[config.mk]
export PLATFORM = sky130hd
export DESIGN_NAME = seq_mul_param
export DESIGN_NICKNAME = d
export VERILOG_FILES = /design/src/rtl/seq_mul_param.sv
export SDC_FILE = /design/constraint.sdc
export NUM_CORES = 1
export LEC_CHECK = 0
export BUFFER_PORTS_ARGS = -buffer_cell sky130_fd_sc_hd__buf_2
export CAP_MARGIN = 25
export CORE_UTILIZATION = 45
export DETAILED_ROUTE_END_ITERATION = 10
export PLACE_DENSITY = 0.69
export SLEW_MARGIN = 20
export SYNTH_ARGS = -nofsm -noshare
export SYNTH_HDL_FRONTEND = slang
export SYNTH_SLANG_ARGS = --single-unit
[constraint.sdc]
create_clock -name clk -period 9.8 [get_ports clk]
set_input_delay 0.49 -clock clk [delete_from_list [all_inputs] [get_ports clk]]
set_output_delay 0.49 -clock clk [all_outputs]
set_load 0.005 [all_outputs]
[src/rtl/seq_mul_param.sv]
`default_nettype none
// ============================================================================
// Module      : seq_mul_param
// Description : Radix-2 shift-add sequential multiplier, WIDTH-bit operands,
//               signed/unsigned selectable per operation, start/ready handshake.
//               Optional macro MUL_ZERO_BYPASS_EN: zero operand finishes at once.
// Revision    : 1.0 - initial release
// ============================================================================
module seq_mul_param #(
  parameter int WIDTH = 16,
  parameter int CNT_W = $clog2(WIDTH + 1)
) (
  input  logic               clk,
  input  logic               rst,
  input  logic               start,
  input  logic               signed_mode,
  input  logic [WIDTH-1:0]   multiplicand,
  input  logic [WIDTH-1:0]   multiplier,
  output logic               busy,
  output logic               ready,
  output logic [2*WIDTH-1:0] product
);

  localparam int               c_PW   = 2 * WIDTH;
  localparam logic [CNT_W-1:0] c_LAST = CNT_W'(WIDTH - 1);
  localparam logic [CNT_W-1:0] c_ONE  = CNT_W'(1);

  typedef enum logic [1:0] {
    S_IDLE = 2'd0,
    S_CALC = 2'd1,
    S_DONE = 2'd2
  } state_t;

  state_t             r_state,   w_state_nxt;
  logic [c_PW-1:0]    r_mcand,   w_mcand_nxt;
  logic [WIDTH-1:0]   r_mplier,  w_mplier_nxt;
  logic               r_signed,  w_signed_nxt;
  logic [c_PW-1:0]    r_acc,     w_acc_nxt;
  logic [CNT_W-1:0]   r_cnt,     w_cnt_nxt;
  logic [c_PW-1:0]    r_product, w_product_nxt;

  logic [c_PW-1:0]    w_a_ext;
  logic [c_PW-1:0]    w_pp;
  logic [c_PW-1:0]    w_acc_upd;
  logic               w_last;

  assign w_a_ext = signed_mode ? {{WIDTH{multiplicand[WIDTH-1]}}, multiplicand}
                               : {{WIDTH{1'b0}}, multiplicand};

  // r_mcand is pre-shifted each cycle, so w_pp is A * 2^i for the current bit.
  assign w_pp      = r_mplier[0] ? r_mcand : '0;
  assign w_last    = (r_cnt == c_LAST);
  assign w_acc_upd = (r_signed && w_last) ? (r_acc - w_pp) : (r_acc + w_pp);

  always_comb begin
    w_state_nxt   = r_state;
    w_mcand_nxt   = r_mcand;
    w_mplier_nxt  = r_mplier;
    w_signed_nxt  = r_signed;
    w_acc_nxt     = r_acc;
    w_cnt_nxt     = r_cnt;
    w_product_nxt = r_product;
    case (r_state)
      S_IDLE, S_DONE: begin
        if (start) begin
          w_mcand_nxt  = w_a_ext;
          w_mplier_nxt = multiplier;
          w_signed_nxt = signed_mode;
          w_acc_nxt    = '0;
          w_cnt_nxt    = '0;
          w_state_nxt  = S_CALC;
`ifdef MUL_ZERO_BYPASS_EN
          if ((multiplicand == '0) || (multiplier == '0)) begin
            w_state_nxt   = S_DONE;
            w_product_nxt = '0;
          end
`endif
        end
      end
      S_CALC: begin
        w_acc_nxt    = w_acc_upd;
        w_mcand_nxt  = r_mcand << 1;
        w_mplier_nxt = r_mplier >> 1;
        w_cnt_nxt    = r_cnt + c_ONE;
        if (w_last) begin
          w_product_nxt = w_acc_upd;
          w_cnt_nxt     = '0;
          w_state_nxt   = S_DONE;
        end
      end
      default: w_state_nxt = S_IDLE;
    endcase
  end

  always_ff @(posedge clk or negedge rst) begin
    if (!rst) begin
      r_state   <= S_IDLE;
      r_mcand   <= '0;
      r_mplier  <= '0;
      r_signed  <= 1'b0;
      r_acc     <= '0;
      r_cnt     <= '0;
      r_product <= '0;
    end else begin
      r_state   <= w_state_nxt;
      r_mcand   <= w_mcand_nxt;
      r_mplier  <= w_mplier_nxt;
      r_signed  <= w_signed_nxt;
      r_acc     <= w_acc_nxt;
      r_cnt     <= w_cnt_nxt;
      r_product <= w_product_nxt;
    end
  end

  assign busy    = (r_state == S_CALC);
  assign ready   = (r_state == S_DONE);
  assign product = r_product;

endmodule
`default_nettype wire

==> results of run 1 <==
## metal layers
metal / part of all wire (%) / GRT usage (%)
met1: 50 / 33.4
met4: 1.7 / 8.51
met5: 0 / 0
met3: 4.6 / 3.72
met2: 43 / 33.7
## cells by family (layout without fill, tap and decap cells)
group / count (synthesis) / after routing
muxes: 10 / 10
AOI/OAI and AO/OA: 228 / 228
xor gates and xnor gates: 50 / 50
adders and majority gates: 34 / 34
buffers and inverters: 59 / 119
DFF: 120 / 120
and+or+nand+nor: 345 / 345
## worst reg2reg max path: cells and delay by family, from the launching register on
| kind | cells | cell delay [ps] |
|---|---|---|
| muxes | 2 | 650 |
| adders and majority gates | 1 | 300 |
| AOI/OAI and AO/OA | 6 | 1430 |
| xor gates and xnor gates | 1 | 180 |
| DFF | 1 | 450 |
| and+or+nand+nor | 6 | 1510 |
## area by class of cell
class / instances / share of cell area, %
multi-input cells: 667 / 48.4
flip-flops and latches: 120 / 35.7
repair buffers: 79 / 5.26
clock buffers: 17 / 5.06
well taps: 216 / 3.21
clock inverters: 15 / 1.99
inverters: 8 / 0.357
## flip-flops by register name, indices dropped and copies added (netlist names)
signal    count
r_acc        32
r_cnt         5
r_state       2
r_mcand      32
product      32
r_signed      1
r_mplier     16
## path summary, 6_finish.rpt
| kind | from | to | slack [ps] | cells past startpoint |
|---|---|---|---|---|
| max in group asynchronous | rst | product[30]$_DFFE_PN0P_ | 8700 | 3 |
| worst min register to register | product[8]$_DFFE_PN0P_ | product[8]$_DFFE_PN0P_ | 470 | 2 |
| worst max register to register | r_mcand[10]$_DFFE_PN0P_ | product[27]$_DFFE_PN0P_ | 5150 | 16 |
| worst max-delay path | r_mcand[10]$_DFFE_PN0P_ | product[27]$_DFFE_PN0P_ | 5150 | 16 |
| min in group clk | start | r_state[1]$_DFFE_PN0P_ | 270 | 2 |
| worst min-delay path | rst | product[9]$_DFFE_PN0P_ | 60 | 1 |
## through the flow
step	instance area (µm²)	cells	hold slack, ps	setup WS [ps]
floorplan	7280	846	194	5470
global placement	7790	1089	453	5330
detailed placement	7790	1089	459	5210
CTS	8390	1121	74.7	5170
global route	8410	1122	104	4810
finish	8410	1122	57.1	5150
## cells in the final DEF, fill, tap and decap left out, types with 21 or more instances in the layout
| cell | netlist | routed |
|---|---|---|
| nand2_1 | 207 | 207 |
| dfrtp_1 | 120 | 120 |
| nor2_1 | 70 | 68 |
| buf_2 | 1 | 68 |
| o21ai_0 | 53 | 53 |
| a21oi_1 | 38 | 38 |
| a31oi_1 | 37 | 37 |
| ha_1 | 33 | 33 |
| xor2_1 | 29 | 29 |
| a22o_1 | 27 | 27 |
| xnor2_1 | 21 | 21 |
==> impl_metrics.tcl, run 1 <==
set metrics [dict create \
    synth_xor_area_share_pct 6.01 \
    via_count 6390 \
    synth_cells 846 \
    rsz0062_at_grt "no" \
    die-area_um2 16700 \
    yosys.cell_count.top_type "nand2_1" \
    start_util_pct 46.0 \
    drtIter0Drc 559 \
    drt-total-wl_um 18000 \
    n_fill_cell 1445 \
    synth.cell_area_um2 7280 \
    crit_chain "or3_1 -> or4_1 -> o41ai_2 -> nand3_1 -> o31ai_1 -> mux2_2 -> nand2_1 -> ha_1 -> a21oi_1 -> o31ai_1 -> a211oi_1 -> nor2_1 -> nor2_1 -> o21ai_0 -> xor2_1 -> mux2_2" \
    synth_edf_count 0 \
    regArea_um2 3000 \
    hold_path.class "input port to async pin" \
    num_rows 46 \
    crit_fanout 7 \
    min_period_ps 4650 \
    yosysTopAreaCell "dfrtp_1" \
    criticalPathCategory "flop to flop" \
    final-setup-viol-count 0 \
    cts_num_sinks 120 \
    slowest_delay_ps 460 \
    ys_types 59 \
    globalplace.congestion 0.953 \
    fin_setup_tns_ps 0 \
    async_flop_share_pct 100 \
    avgRoutedWirePerCell_um 16.0 \
    ant_nets 0 \
    diodes 0 \
    cts_max_level 4 \
    synth_top_family_by_area "compound AO/OA/AOI/OAI gates" \
    crit_slowest_cell "or4_1" \
    drv_cap 0 \
    critPathTopFamily "simple AND/OR/NAND/NOR gates" \
    status "completed" \
    cts_tree "done" \
    num_io_pins 70 \
    syn_nets 916 \
    die_h_um 129 \
    fin_util_pct 53.2 \
    synth.area.top_cells "dfrtp_1 (41%), nand2_1 (11%), ha_1 (5.7%), o21ai_0 (3.6%), nor2_1 (3.6%)" \
    finalCritPeriodShare_pct 47.5 \
    cts_resized 0 \
    cts_made_buffers 17 \
    cts-root-buf "clkbuf_16" \
    multi_input_area_um2 4070 \
    postCtsHoldBufs 0 \
    muxShareOfSynthArea_pct 1.55 \
    first_global_vias 5852 \
    core_area_um2 15800 \
    drc 0 \
    cp.required_ps 10110 \
    fin_skew_ps 8.92 \
    post_cts_buffers 0 \
    num-nets-final 963 \
    overflow 0 \
    via_per_inst 5.70 \
    die_w_um 129 \
    clk_pin_slew_worst_paths_ps 60 \
    critPathBufInv 0 \
    numPortBuffers 69 \
    ys_ff_latch 120 \
    synth_simple_gate_area_share_pct 20.8 \
    worstMarginPinSlew_ps 755 \
    synth_warnings 0 \
    dp_hpwl_um 12600 \
    antenna_found_initial 0 \
    max-clock-path-buffers 2 \
    arrival_ps 4960 \
    relSlewSlack_pct 49.5 \
    start_kind "flop" \
    grt_pass1_wl_um 29600 \
    yosysSeqAreaShare_pct 41.2 \
    fmax_mhz 215 \
    worstSetupEndpointType "flop" \
    synthTopCellsByCount "nand2_1 (207), dfrtp_1 (120), nor2_1 (70)" \
    finalHoldViolations 0 \
    synth_top_area_share_pct 41.2 \
    drive_above_1_share_pct 15.2 \
    grt_max_degree 76 \
    synthToLayoutAreaGrowth_pct 15.5 \
    synth_fa_ha_area_share_pct 5.94 \
    clock_latency_ps 430 \
    first_pass_iters 5 \
    slew_violations 0 \
    synth_top_flop_cell "dfrtp_1" \
    synth_compound_area_share_pct 21.4 \
    track_usage_pct 22.8 \
    synth.avg_cell_area_um2 8.61 \
]
Power of run 1 is not shown: default switching activity piles up to over one toggle a cycle in this logic, so the estimate is an artifact.
==> run 2, diff against run 1 <==
--- a/config.mk
+++ b/config.mk
@@ -9,7 +9,7 @@
 export CAP_MARGIN = 25
 export CORE_UTILIZATION = 45
 export DETAILED_ROUTE_END_ITERATION = 10
-export PLACE_DENSITY = 0.69
+export PLACE_DENSITY = 0.72
 export SLEW_MARGIN = 20
 export SYNTH_ARGS = -nofsm -noshare
 export SYNTH_HDL_FRONTEND = slang
==> constraint.sdc (replaced) <==
create_clock -name clk -period 3.95 [get_ports clk]
set_input_delay 0.1975 -clock clk [delete_from_list [all_inputs] [get_ports clk]]
set_output_delay 0.1975 -clock clk [all_outputs]
set_load 0.005 [all_outputs]
==> impl_metrics.tcl, run 2 (same netlist as run 1, synthesis figures left out) <==
set metrics [dict create \
    diodes 0 \
    cp.required_ps 4310 \
    multi_input_area_um2 4650 \
    die-area_um2 16700 \
    cts_tree "done" \
    cts_num_sinks 120 \
    violations "negative setup slack" \
    fmax_mhz 250 \
    rsz0062_at_grt "yes" \
    dp_hpwl_um 13700 \
    final_cell_mix "nand2_1 (197), dfrtp_1 (120), buf_4 (105)" \
    antenna_found_initial 0 \
    layout_setup_ws_ps -57.9 \
    min_period_ps 4010 \
    place_ws_ps -191 \
    met1_usage_pct 34.7 \
    die_h_um 129 \
    first_pass_iters 5 \
    hold_path.class "input port to flop" \
    cts-root-buf "clkbuf_16" \
    drive_above_1_share_pct 31.4 \
    start_kind "flop" \
    core_area_um2 15800 \
    finalHoldViolations 0 \
    clock_latency_ps 430 \
    via_per_inst 5.60 \
    slew_violations 0 \
    numPortBuffers 69 \
    crit_fanout 6 \
    worstSetupEndpointType "flop" \
    fin_skew_ps 12.6 \
    final_common_cell "nand2_1" \
    ant_nets 0 \
    grt.busiest_layer "met2" \
    clk_pin_slew_worst_paths_ps 50 \
    num_rows 46 \
    avgRoutedWirePerCell_um 16.5 \
    globalplace.congestion 0.944 \
    overflow 0 \
    via_count 6864 \
    arrival_ps 4370 \
    regArea_um2 3000 \
    grt_util_met2_pct 36.9 \
    slowest_delay_ps 480 \
    criticalPathCategory "flop to flop" \
    final-setup-viol-count 1 \
    drc 0 \
    n_fill_cell 1290 \
    synthToLayoutAreaGrowth_pct 34.1 \
    cts_made_buffers 17 \
    first_global_vias 6379 \
    cts_max_level 4 \
    drt-total-wl_um 20200 \
    worstMarginPinSlew_ps 848 \
    num-nets-final 1066 \
    grt_max_degree 70 \
    start_util_pct 46.0 \
    crit_chain "or3_4 -> or4_4 -> o41ai_4 -> a31oi_2 -> or2_4 -> o211ai_1 -> ha_2 -> buf_6 -> nand2_8 -> nor2_4 -> a21oi_2 -> nand2_2 -> nor4_4 -> nor3_2 -> or4_1 -> nand3_1" \
    drv_cap 0 \
    use_met3_pct 4.91 \
    relSlewSlack_pct 43.4 \
    die_w_um 129 \
    grt_pass1_wl_um 31800 \
    track_usage_pct 24.6 \
    max-clock-path-buffers 2 \
    status "finished with violations" \
    crit_slowest_cell "or4_1" \
    num_io_pins 70 \
    drtIter0Drc 387 \
    finalCritPeriodShare_pct 101 \
]
run 2: changes by cell type in the layout (fill, tap and decap cells not counted), sizes merged:
cell and delta:
buf +98, dlygate4sd3 +5, inv -5, clkbuf +4, clkinvlp +2, clkinv -1
run 2: layout make-up:
class / count / area share, %
clock buffers: 21 / 4.81
clock inverters: 11 / 1.25
inverters: 8 / 0.307
multi-input cells: 667 / 47.6
flip-flops and latches: 120 / 30.7
well taps: 216 / 2.77
repair buffers: 182 / 12.5
run 2: final timing paths:
path                                          from                      end  slack (ps)  cells past startpoint
min in group asynchronous                      rst    r_acc[23]$_DFFE_PN0P_         410                      2
hold / removal                    multiplicand[13]  r_mcand[13]$_DFFE_PN0P_          20                      3
setup reg to reg           r_mcand[10]$_DFFE_PN0P_    r_acc[31]$_DFFE_PN0P_         -60                     16
max in group asynchronous                      rst  r_mcand[13]$_DFFE_PN0P_        2630                      3
hold reg to reg            product[22]$_DFFE_PN0P_  product[22]$_DFFE_PN0P_         470                      2
setup / recovery           r_mcand[10]$_DFFE_PN0P_    r_acc[31]$_DFFE_PN0P_         -60                     16
run 2: what timing repair did:
action | CTS | global route
gates resized for setup | 20 | 95
endpoints found under the setup margin | 22 | 29
hold buffers | 5 | 0
pin swaps | 15 | 32
hold endpoints to repair | 68 | 0
buffers inserted | 9 | 3
run 2: critical path, delay by kind of cell (launching register included):
kind,cells,cell delay [ps]
flip-flops,1,370
AO/OA/AOI/OAI,4,710
buffers and inverters,1,160
adder cells (fa/ha/maj),1,360
AND/OR/NAND/NOR,10,2340
run 2: metal layers:
metal	share of wire [%]	vias to the layer above
met3	5.8	34
met2	45	216
met1	47	3291
met4	2.7	0
met5	0	-
li1	-	3323
run 2: per-stage QoR:
step | instance area, µm² | util (%) | TNS [ps] | hold slack [ps] | std cells
after floorplan | 7380 | - | 0 | -98.1 | 846
after global placement | 8530 | 53.9 | -1250 | 359 | 1177
after detailed placement | 8530 | 53.9 | -1910 | 367 | 1177
after CTS | 9310 | 58.8 | -37.6 | 2.00 | 1223
after global routing | 9770 | 61.7 | -1370 | 11.7 | 1225
final | 9770 | 61.7 | -57.9 | 17.2 | 1225
Power of run 2 is left out for the same reason.
